**src/rtl/bip_ctrl_pkg.sv**
```systemverilog
// Shared types and constants for the BIP host-side run controller.
package bip_ctrl_pkg;

    // Sequencer states
    typedef enum logic [3:0] {
        StIdle,
        StLdNHi,
        StLdNLo,
        StLdWHi,
        StLdWLo,
        StLdWr,
        StRun,
        StSnap,
        StTx,
        StTxAck
    } ctrl_state_e;

    localparam logic [7:0] CMD_LOAD = 8'h4C;  // 'L'
    localparam logic [7:0] CMD_RUN  = 8'h52;  // 'R'
    localparam logic [7:0] ACK_LOAD = 8'h4B;  // 'K'

    // Report is {acc[15:0], cnt[15:0]}, sent MSB first
    localparam int unsigned REPORT_BYTES = 4;
    localparam int unsigned REPORT_W     = 8 * REPORT_BYTES;
    localparam int unsigned IDX_W        = $clog2(REPORT_BYTES);

endpackage

```
**src/rtl/bip_tx_serializer.sv**
```systemverilog
// Sends a latched multi-byte report MSB first over a valid/ready byte handshake.
module bip_tx_serializer
    import bip_ctrl_pkg::*;
(
    input  logic                clk,
    input  logic                reset,
    input  logic [REPORT_W-1:0] report,
    input  logic                load,
    output logic [7:0]          tx_data,
    output logic                tx_valid,
    input  logic                tx_ready,
    output logic                done
);

    logic [REPORT_W-1:0] shift_q;
    logic [IDX_W-1:0]    idx_q;
    logic                valid_q;
    logic                last_byte;

    assign last_byte = (idx_q == IDX_W'(REPORT_BYTES - 1));

    // Latch report on load, then advance one byte per accepted transfer
    always_ff @(posedge clk or posedge reset) begin
        if (reset) begin
            shift_q <= '0;
            idx_q   <= '0;
            valid_q <= 1'b0;
        end else if (load) begin
            shift_q <= report;
            idx_q   <= '0;
            valid_q <= 1'b1;
        end else if (valid_q && tx_ready) begin
            if (last_byte) begin
                valid_q <= 1'b0;
            end else begin
                shift_q <= shift_q << 8;
                idx_q   <= idx_q + IDX_W'(1);
            end
        end
    end

    // Data comes straight from the register, so it cannot move while stalled
    assign tx_data  = shift_q[REPORT_W-1 -: 8];
    assign tx_valid = valid_q;
    assign done     = valid_q & tx_ready & last_byte;

endmodule

```
**src/rtl/bip_run_controller.sv**
```systemverilog
// Host-side load/run/report sequencer between the UART byte interface and the BIP CPU.
module bip_run_controller
    import bip_ctrl_pkg::*;
#(
    parameter int unsigned PC_W   = 11,
    parameter int unsigned INST_W = 16,
    parameter int unsigned ACC_W  = 16,
    parameter int unsigned CNT_W  = 16
) (
    input  logic              clk,
    input  logic              reset,
    input  logic [7:0]        rx_data,
    input  logic              rx_valid,
    output logic [7:0]        tx_data,
    output logic              tx_valid,
    input  logic              tx_ready,
    output logic              pm_we,
    output logic [PC_W-1:0]   pm_addr,
    output logic [INST_W-1:0] pm_wdata,
    output logic              bip_enable,
    input  logic              bip_halt,
    input  logic [ACC_W-1:0]  bip_acc,
    output logic              busy
);

    ctrl_state_e      state_q;
    logic [7:0]       hi_q;      // pending high byte of count or instruction
    logic [15:0]      n_q;       // words to load
    logic [15:0]      wr_cnt_q;  // words written so far
    logic [CNT_W-1:0] cnt_q;     // saturating cycle counter
    logic             ack_q;

    logic [15:0]      cnt_ext;
    logic [7:0]       ser_data;
    logic             ser_valid;
    logic             ser_done;
    logic             ser_load;

    // Counter is reported as a 16-bit field regardless of CNT_W
    always_comb begin
        cnt_ext              = '0;
        cnt_ext[CNT_W-1:0]   = cnt_q;
    end

    // The serializer's shift register is the report latch; it captures in SNAP
    assign ser_load = (state_q == StSnap);

    bip_tx_serializer u_tx_serializer (
        .clk      (clk),
        .reset    (reset),
        .report   ({bip_acc, cnt_ext}),
        .load     (ser_load),
        .tx_data  (ser_data),
        .tx_valid (ser_valid),
        .tx_ready (tx_ready),
        .done     (ser_done)
    );

    // Load/run/report sequencer with registered outputs
    always_ff @(posedge clk or posedge reset) begin
        if (reset) begin
            state_q    <= StIdle;
            hi_q       <= '0;
            n_q        <= '0;
            wr_cnt_q   <= '0;
            cnt_q      <= '0;
            ack_q      <= 1'b0;
            pm_we      <= 1'b0;
            pm_addr    <= '0;
            pm_wdata   <= '0;
            bip_enable <= 1'b0;
        end else begin
            pm_we <= 1'b0;
            unique case (state_q)
                StIdle: begin
                    if (rx_valid) begin
                        if (rx_data == CMD_LOAD) begin
                            state_q <= StLdNHi;
                        end else if (rx_data == CMD_RUN) begin
                            state_q    <= StRun;
                            cnt_q      <= '0;
                            bip_enable <= 1'b1;
                        end
                    end
                end
                StLdNHi: begin
                    if (rx_valid) begin
                        hi_q    <= rx_data;
                        state_q <= StLdNLo;
                    end
                end
                StLdNLo: begin
                    if (rx_valid) begin
                        n_q      <= {hi_q, rx_data};
                        pm_addr  <= '0;
                        wr_cnt_q <= '0;
                        if ({hi_q, rx_data} == 16'd0) begin
                            ack_q   <= 1'b1;
                            state_q <= StTxAck;
                        end else begin
                            state_q <= StLdWHi;
                        end
                    end
                end
                StLdWHi: begin
                    if (rx_valid) begin
                        hi_q    <= rx_data;
                        state_q <= StLdWLo;
                    end
                end
                StLdWLo: begin
                    if (rx_valid) begin
                        pm_wdata <= INST_W'({hi_q, rx_data});
                        pm_we    <= 1'b1;
                        state_q  <= StLdWr;
                    end
                end
                StLdWr: begin
                    // Write happens this cycle; address wraps naturally at 2^PC_W
                    pm_addr  <= pm_addr + PC_W'(1);
                    wr_cnt_q <= wr_cnt_q + 16'd1;
                    if ((wr_cnt_q + 16'd1) == n_q) begin
                        ack_q   <= 1'b1;
                        state_q <= StTxAck;
                    end else begin
                        state_q <= StLdWHi;
                    end
                end
                StRun: begin
                    if (cnt_q != {CNT_W{1'b1}}) begin
                        cnt_q <= cnt_q + CNT_W'(1);
                    end
                    if (bip_halt) begin
                        bip_enable <= 1'b0;
                        state_q    <= StSnap;
                    end
                end
                StSnap: begin
                    state_q <= StTx;
                end
                StTx: begin
                    if (ser_done) begin
                        state_q <= StIdle;
                    end
                end
                StTxAck: begin
                    if (tx_ready) begin
                        ack_q   <= 1'b0;
                        state_q <= StIdle;
                    end
                end
                default: begin
                    state_q <= StIdle;
                end
            endcase
        end
    end

    // Ack and report never overlap; idle data reads as zero
    assign tx_valid = ack_q | ser_valid;
    assign tx_data  = ack_q ? ACK_LOAD : (ser_valid ? ser_data : 8'h00);
    assign busy     = (state_q != StIdle);

endmodule
```
**config.mk**
```make
export PLATFORM = sky130hd
export DESIGN_NAME = bip_run_controller
export DESIGN_NICKNAME = d
export VERILOG_FILES = /design/src/rtl/bip_ctrl_pkg.sv /design/src/rtl/bip_tx_serializer.sv /design/src/rtl/bip_run_controller.sv
export SDC_FILE = /design/constraint.sdc
export NUM_CORES = 1
export LEC_CHECK = 0
export CAP_MARGIN = 10
export CORE_MARGIN = 2
export CORE_UTILIZATION = 43
export CTS_BUF_LIST = sky130_fd_sc_hd__clkbuf_16
export CTS_CLUSTER_SIZE = 25
export DETAILED_ROUTE_END_ITERATION = 8
export MAX_ROUTING_LAYER = met4
export PLACE_DENSITY_LB_ADDON = 0.05
export SETUP_SLACK_MARGIN = 0.5
export SYNTH_ARGS = -nofsm -noshare
export SYNTH_HDL_FRONTEND = slang
export SYNTH_SLANG_ARGS = --single-unit
```
**constraint.sdc**
```tcl
create_clock -name clk -period 5.15 [get_ports clk]
set_input_delay 1.03 -clock clk [delete_from_list [all_inputs] [get_ports clk]]
set_output_delay 1.03 -clock clk [all_outputs]
set_load 0.01 [all_outputs]
```
Word-level counts from Yosys, hierarchy flattened
Index checks and enable logic that the tools add are counted.

word-level totals
  input port bits = 29
  memory bits (writable) = 0
  flip-flop bits (word level) = 125
  word-level logic and storage cells = 114
  ROM bits = 0
  memories kept = 0
  output and inout bits = 39
  bits in latches = 0

cells by class
  bitwise logic cells = 3
  divide/modulo/power cells = 0
  order comparisons = 0
  eq/ne operators = 29
  multiplexer cells = 45
  add/sub/neg operators = 4
  multiply operators = 0
  reductions and logical operators = 20
  shift-type cells = 0

operator list
  operator                                                          count
  32-bit two-way mux                                                3
  16-bit two-way mux                                                5
  16-bit case mux with 2 select lines                               2
  4-bit two-way mux                                                 12
  4-bit case mux with 10 select lines                               1
  16-bit by 1-bit adder with 16-bit output (second input constant)  2
  2-bit inequality test (second input constant)                     14
  11-bit case mux with 2 select lines                               1
  16-bit == test                                                    1
  4-bit by 3-bit == test with 1-bit output (second input constant)  4
  8-bit by 7-bit == test with 1-bit output (second input constant)  2
  16-bit zero test                                                  1
  8-bit two-way mux                                                 2
  16-bit inequality test (second input constant)                    1
  5-bit AND reduction                                               3
  1-bit two-way mux                                                 13
  2-bit AND reduction                                               6
  11-bit by 1-bit adder with 11-bit output (second input constant)  1
  11-bit two-way mux                                                1
  9-bit AND reduction                                               1
  4-bit by 2-bit == test with 1-bit output (second input constant)  2
  4-bit == test (second input constant)                             2
  2-bit nonzero test                                                4
  2-bit two-way mux                                                 3
  13 further kinds                                                  14

Logic depth before layout (Yosys ltp)
  depth in word-level cells = 5
  depth in mapped cells = 9
  depth with buffers taken out = 7

By module
A second synthesis with hierarchy kept.

unflattened totals
  cell total of the unflattened synthesis = 713
  area, all modules = 6572.6 µm²

modules (own cells, without submodules)
  module              seq. area each (µm²)  cells an instance  area each (µm²)  instances
  bip_run_controller  2252.2                525                4904.7           1
  bip_tx_serializer   875.8                 188                1667.8           1

Least setup slack after synthesis
No wires, ideal clock.

  kind = input-to-reg
  start = input port rx_data[0]
  end = register state_q[3]
  path slack = 2444 ps
  arrival time = 2628 ps
  library setup time = 78 ps
  stages = 6
  data required time = 5072 ps
  path buffers = 0
  cell sequence = or4_4 o21a_1 a211oi_4 mux2_1 nor2_1 o2bb2ai_1

between the ends
  longest elaborated chain between the ends = 4
  elaborated cells between the ends (all ways) = 10
  those cells by class = 3 x eq/ne; 5 x mux; 2 x reduce/logical

RTL lines
  element                                                                       RTL line                                            source
  start, declared                                                               bip_run_controller.sv:12                            input logic [7:0] rx_data,
  16-bit zero test or 8-bit by 7-bit == test with 1-bit output (tied branches)  bip_run_controller.sv:97, bip_run_controller.sv:77
  4-bit two-way mux, on equally long branches                                   bip_run_controller.sv:97, bip_run_controller.sv:77
  4-bit two-way mux, on equally long branches                                   bip_run_controller.sv:93, bip_run_controller.sv:76
  4-bit case mux with 10 select lines                                           bip_run_controller.sv:74                            unique case (state_q)
  end signal, assigned                                                          bip_run_controller.sv:78                            state_q <= StLdNHi;
  end signal, assigned                                                          bip_run_controller.sv:99                            state_q <= StTxAck;
  end signal, assigned                                                          bip_run_controller.sv:101                           state_q <= StLdWHi;
  end, declared                                                                 bip_run_controller.sv:26                            ctrl_state_e state_q;

Parallel ways exist; a longest one is shown, timed or not. The select of a mux whose other input is x is not followed.
A chain may end at the register's enable or synchronous reset.

Final worst setup path
  start = register state_q[0]
  end = output port busy

between the ends
  longest elaborated chain between the ends = 1

RTL lines
  element                 RTL line                   source
  start signal, assigned  bip_run_controller.sv:62   state_q <= StIdle;
  start signal, assigned  bip_run_controller.sv:78
  start signal, assigned  bip_run_controller.sv:80   state_q <= StRun;
  4-bit nonzero test      bip_run_controller.sv:162  assign busy = (state_q != StIdle);
  end, declared           bip_run_controller.sv:23   output logic busy

Every way passes these cells.

==> results.cfg <==
[sta]
tightest_slew_ps = 1170
period_minus_slack_ps = 3220
finalSetupViolations = 0
finalSetupTns_ps = 0
max-slew-margin-rel = 0.214
final_critical_path_setup_slack_ps = 1930
slew_viol_final = 0
layout_worst_path_cycle_share = 0.625
grt_setup_unrepaired = no
report.final.hold_viol_count = 0
clock_skew_ps = 21.9
fmax_ghz = 0.311

[finish]
area_growth_syn_to_layout_pct = 21.0
final_cell_count_no_fill = 915
layout-drive-gt1-share = 0.0985
antennaDiodeCount = 0
final_nets = 751
post-route-util = 0.537

[detailed_routing]
top_layer = met4
drt_first_pass_iters = 4
wl_met3_um = 542
met1Wirelength_um = 7790
wl_met2_um = 6750
postRouteWirelength_um = 15300
detailroute.via_count = 5131
drt_drc_violations_left = 0
first_iter_violations = 413
route.detailed.vias_per_inst = 5.61
post_drt_wl_per_cell_um = 16.7
antenna_violating_nets_post_route = 0

[floorplan]
floorplan.io_pins = 68
core.rowCount = 44
die_h_um = 127
core-area_um2 = 14600
die_w_um = 127
floorplan.die_area_um2 = 16100
initial_utilization = 0.444

[power]
p_seq_frac = 0.376
net-switching-power_mw = 1.46
cellPowerDensity_nw_per_um2 = 535
share_comb_of_total_power = 0.326
cell_internal_pwr_mw = 2.75
leakage_nw = 3.55
totalPowerFinal_mw = 4.21
sw_frac_of_total = 0.346
share_clk_of_total_power = 0.298
worst_ir_drop_vdd_v = 0.000276

[synth]
postSynthAreaPerCell_um2 = 9.67
synth-main-ff-cell = dfrtp_1
synth-async-reset-ratio = 1.00
synth.net_count = 705
fraction_of_the_yosys_area_taken_by_sequential_cells = 0.482
netlist-cell-type-count = 67
synth_edf_count = 0
synth-warning-count = 0
synthesis.instances = 672
synth.ff_latch_count = 125
post_synth_instance_area_um2 = 6500

[clock_network]
clk_path_buf_depth = 2
postCtsSetupBuffers = 0
cts.repair.resized = 0
clk-insertion-delay-late_ps = 420
cts.reportedPaths.clkPinSlew_ps = 60
cts_hold_buffers = 0
cts_tree = done
htreeDepth = 4
tritoncts.num_buffers = 17
clock_sinks = 125
clock_tree.root_cell = clkbuf_16

[global_routing]
grt_max_degree = 69
first_global_vias = 5024
antenna_found_initial = 0
grt_use_total = 0.208
grt_pass1_wl_um = 26000
global_route.overflow_total = 0

[worst_setup_path]
timing.critical_path.to_type = primary output
rrSetupSlack_ps = 2350
worst_setup_start_kind = flip-flop
data_required_time_of_the_critical_path_ps = 4120
critPathArrivalTime_ps = 2190
crit_type = flip-flop to primary output
worstPathMaxFanout = 20

[min_path]
min_path_type = flip-flop to flip-flop

[placement]
hpwlAfterDp_um = 10600
placedCellCount = 883
io_buffer_count = 67
gp_congestion = 0.855
pre_cts_slack_ps = 1590

[flow_run]
cap_violations = 0

[run_status]
status = finished clean
-- power groups by stage --
stage | registers (mW) | logic [mW] | clock network [mW]
2_1_floorplan | 1.48 | 1.00 | 0
3_3_place_gp | 1.58 | 1.35 | 0
3_5_place_dp | 1.59 | 1.38 | 0
4_1_cts | 1.58 | 1.38 | 1.28
5_1_grt | 1.63 | 1.53 | 1.33
6_report | 1.58 | 1.37 | 1.25
-- layout make-up --
type,count,area [um2]
clock inverter,15,194
clock buffer,17,425
inverter,11,43.8
fill,1333,6790
timing repair buffer,71,701
multi-input combinational,492,3140
sequential,125,3130
tap,184,230
-- cells by family after synthesis --
| kind of cell | after synthesis | synth area share |
|---|---|---|
| compound gates | 127 | 0.128 |
| simple gates | 270 | 0.208 |
| xor+xnor | 34 | 0.0458 |
| mux | 57 | 0.0928 |
| fa+ha+maj | 4 | 0.00770 |
| buf+inv | 55 | 0.0366 |
| flops | 125 | 0.482 |
-- layout by cell type, fill, tap and decap left out, drive strengths merged, types with 6 or more instances in the layout --
| master | Yosys | final |
|---|---|---|
| a21o | 8 | 8 |
| a21oi | 7 | 7 |
| a22o | 8 | 8 |
| a31oi | 6 | 6 |
| and2 | 7 | 7 |
| and3 | 14 | 14 |
| and4 | 6 | 6 |
| clkbuf | 27 | 17 |
| clkdlybuf4s50 | 0 | 67 |
| dfrtp | 125 | 125 |
| inv | 11 | 15 |
| mux2 | 26 | 26 |
| mux2i | 31 | 31 |
| nand2 | 103 | 103 |
| nand2b | 8 | 8 |
| nand3 | 33 | 33 |
| nand4 | 14 | 14 |
| nor2 | 47 | 47 |
| nor3 | 6 | 6 |
| nor4 | 7 | 7 |
| o21ai | 64 | 64 |
| o31ai | 8 | 8 |
| xnor2 | 11 | 11 |
| xor2 | 23 | 23 |
-- through the flow --
| stage | cell area (um2) | hold slack [ps] |
|---|---|---|
| after floorplan | 6500 | 458 |
| after global placement | 7240 | 468 |
| after detailed placement | 7240 | 471 |
| after CTS | 7860 | 493 |
| after global routing | 7860 | 501 |
| final | 7860 | 487 |
-- worst max-delay path: stages, from the launching register on --
cell             delay [ps]
dfrtp_1                 600
nor4_4                  580
inv_1                    90
clkdlybuf4s50_1         500
-- per-layer routing --
layer	track usage	up-vias
met3	0.0434	16
li1	-	2495
met1	0.302	2503
met4	0.0698	0
met2	0.291	117
met5	-	-
-- synth_stat cells (10+ instances only) --
| library cell | n | area, um2 |
|---|---|---|
| dfrtp_1 | 125 | 3130 |
| nand2_1 | 103 | 387 |
| nor2_1 | 47 | 176 |
| nand3_1 | 33 | 165 |
| o21ai_0 | 33 | 165 |
| mux2i_1 | 31 | 310 |
| o21ai_1 | 30 | 150 |
| clkbuf_1 | 27 | 101 |
| mux2_2 | 24 | 270 |
| xor2_1 | 23 | 201 |
| and3_1 | 14 | 87.6 |
| nand4_1 | 14 | 87.6 |
| xnor2_1 | 11 | 96.3 |
| buf_2 | 10 | 50.1 |
| inv_1 | 10 | 37.5 |
-- state kept, by name (all words and copies together), names as in the netlist, 2 cells and up --
| signal | cells |
|---|---|
| n_q | 16 |
| pm_wdata | 16 |
| u_tx_serializer.idx_q | 2 |
| pm_addr | 11 |
| wr_cnt_q | 16 |
| state_q | 4 |
| u_tx_serializer.shift_q | 32 |
| hi_q | 8 |
| cnt_ext | 16 |
-- final timing paths --
check                             from     endpoint  depth (start not counted)
max                         state_q[0]         busy                          3
min                        pm_addr[10]  pm_addr[10]                          1
max reg2reg                 state_q[2]   pm_addr[9]                          5
min reg2reg                pm_addr[10]  pm_addr[10]                          1
max in group asynchronous        reset  wr_cnt_q[6]                          3
min in group asynchronous        reset   state_q[0]                          2
Power figures use the tool's default switching activity.
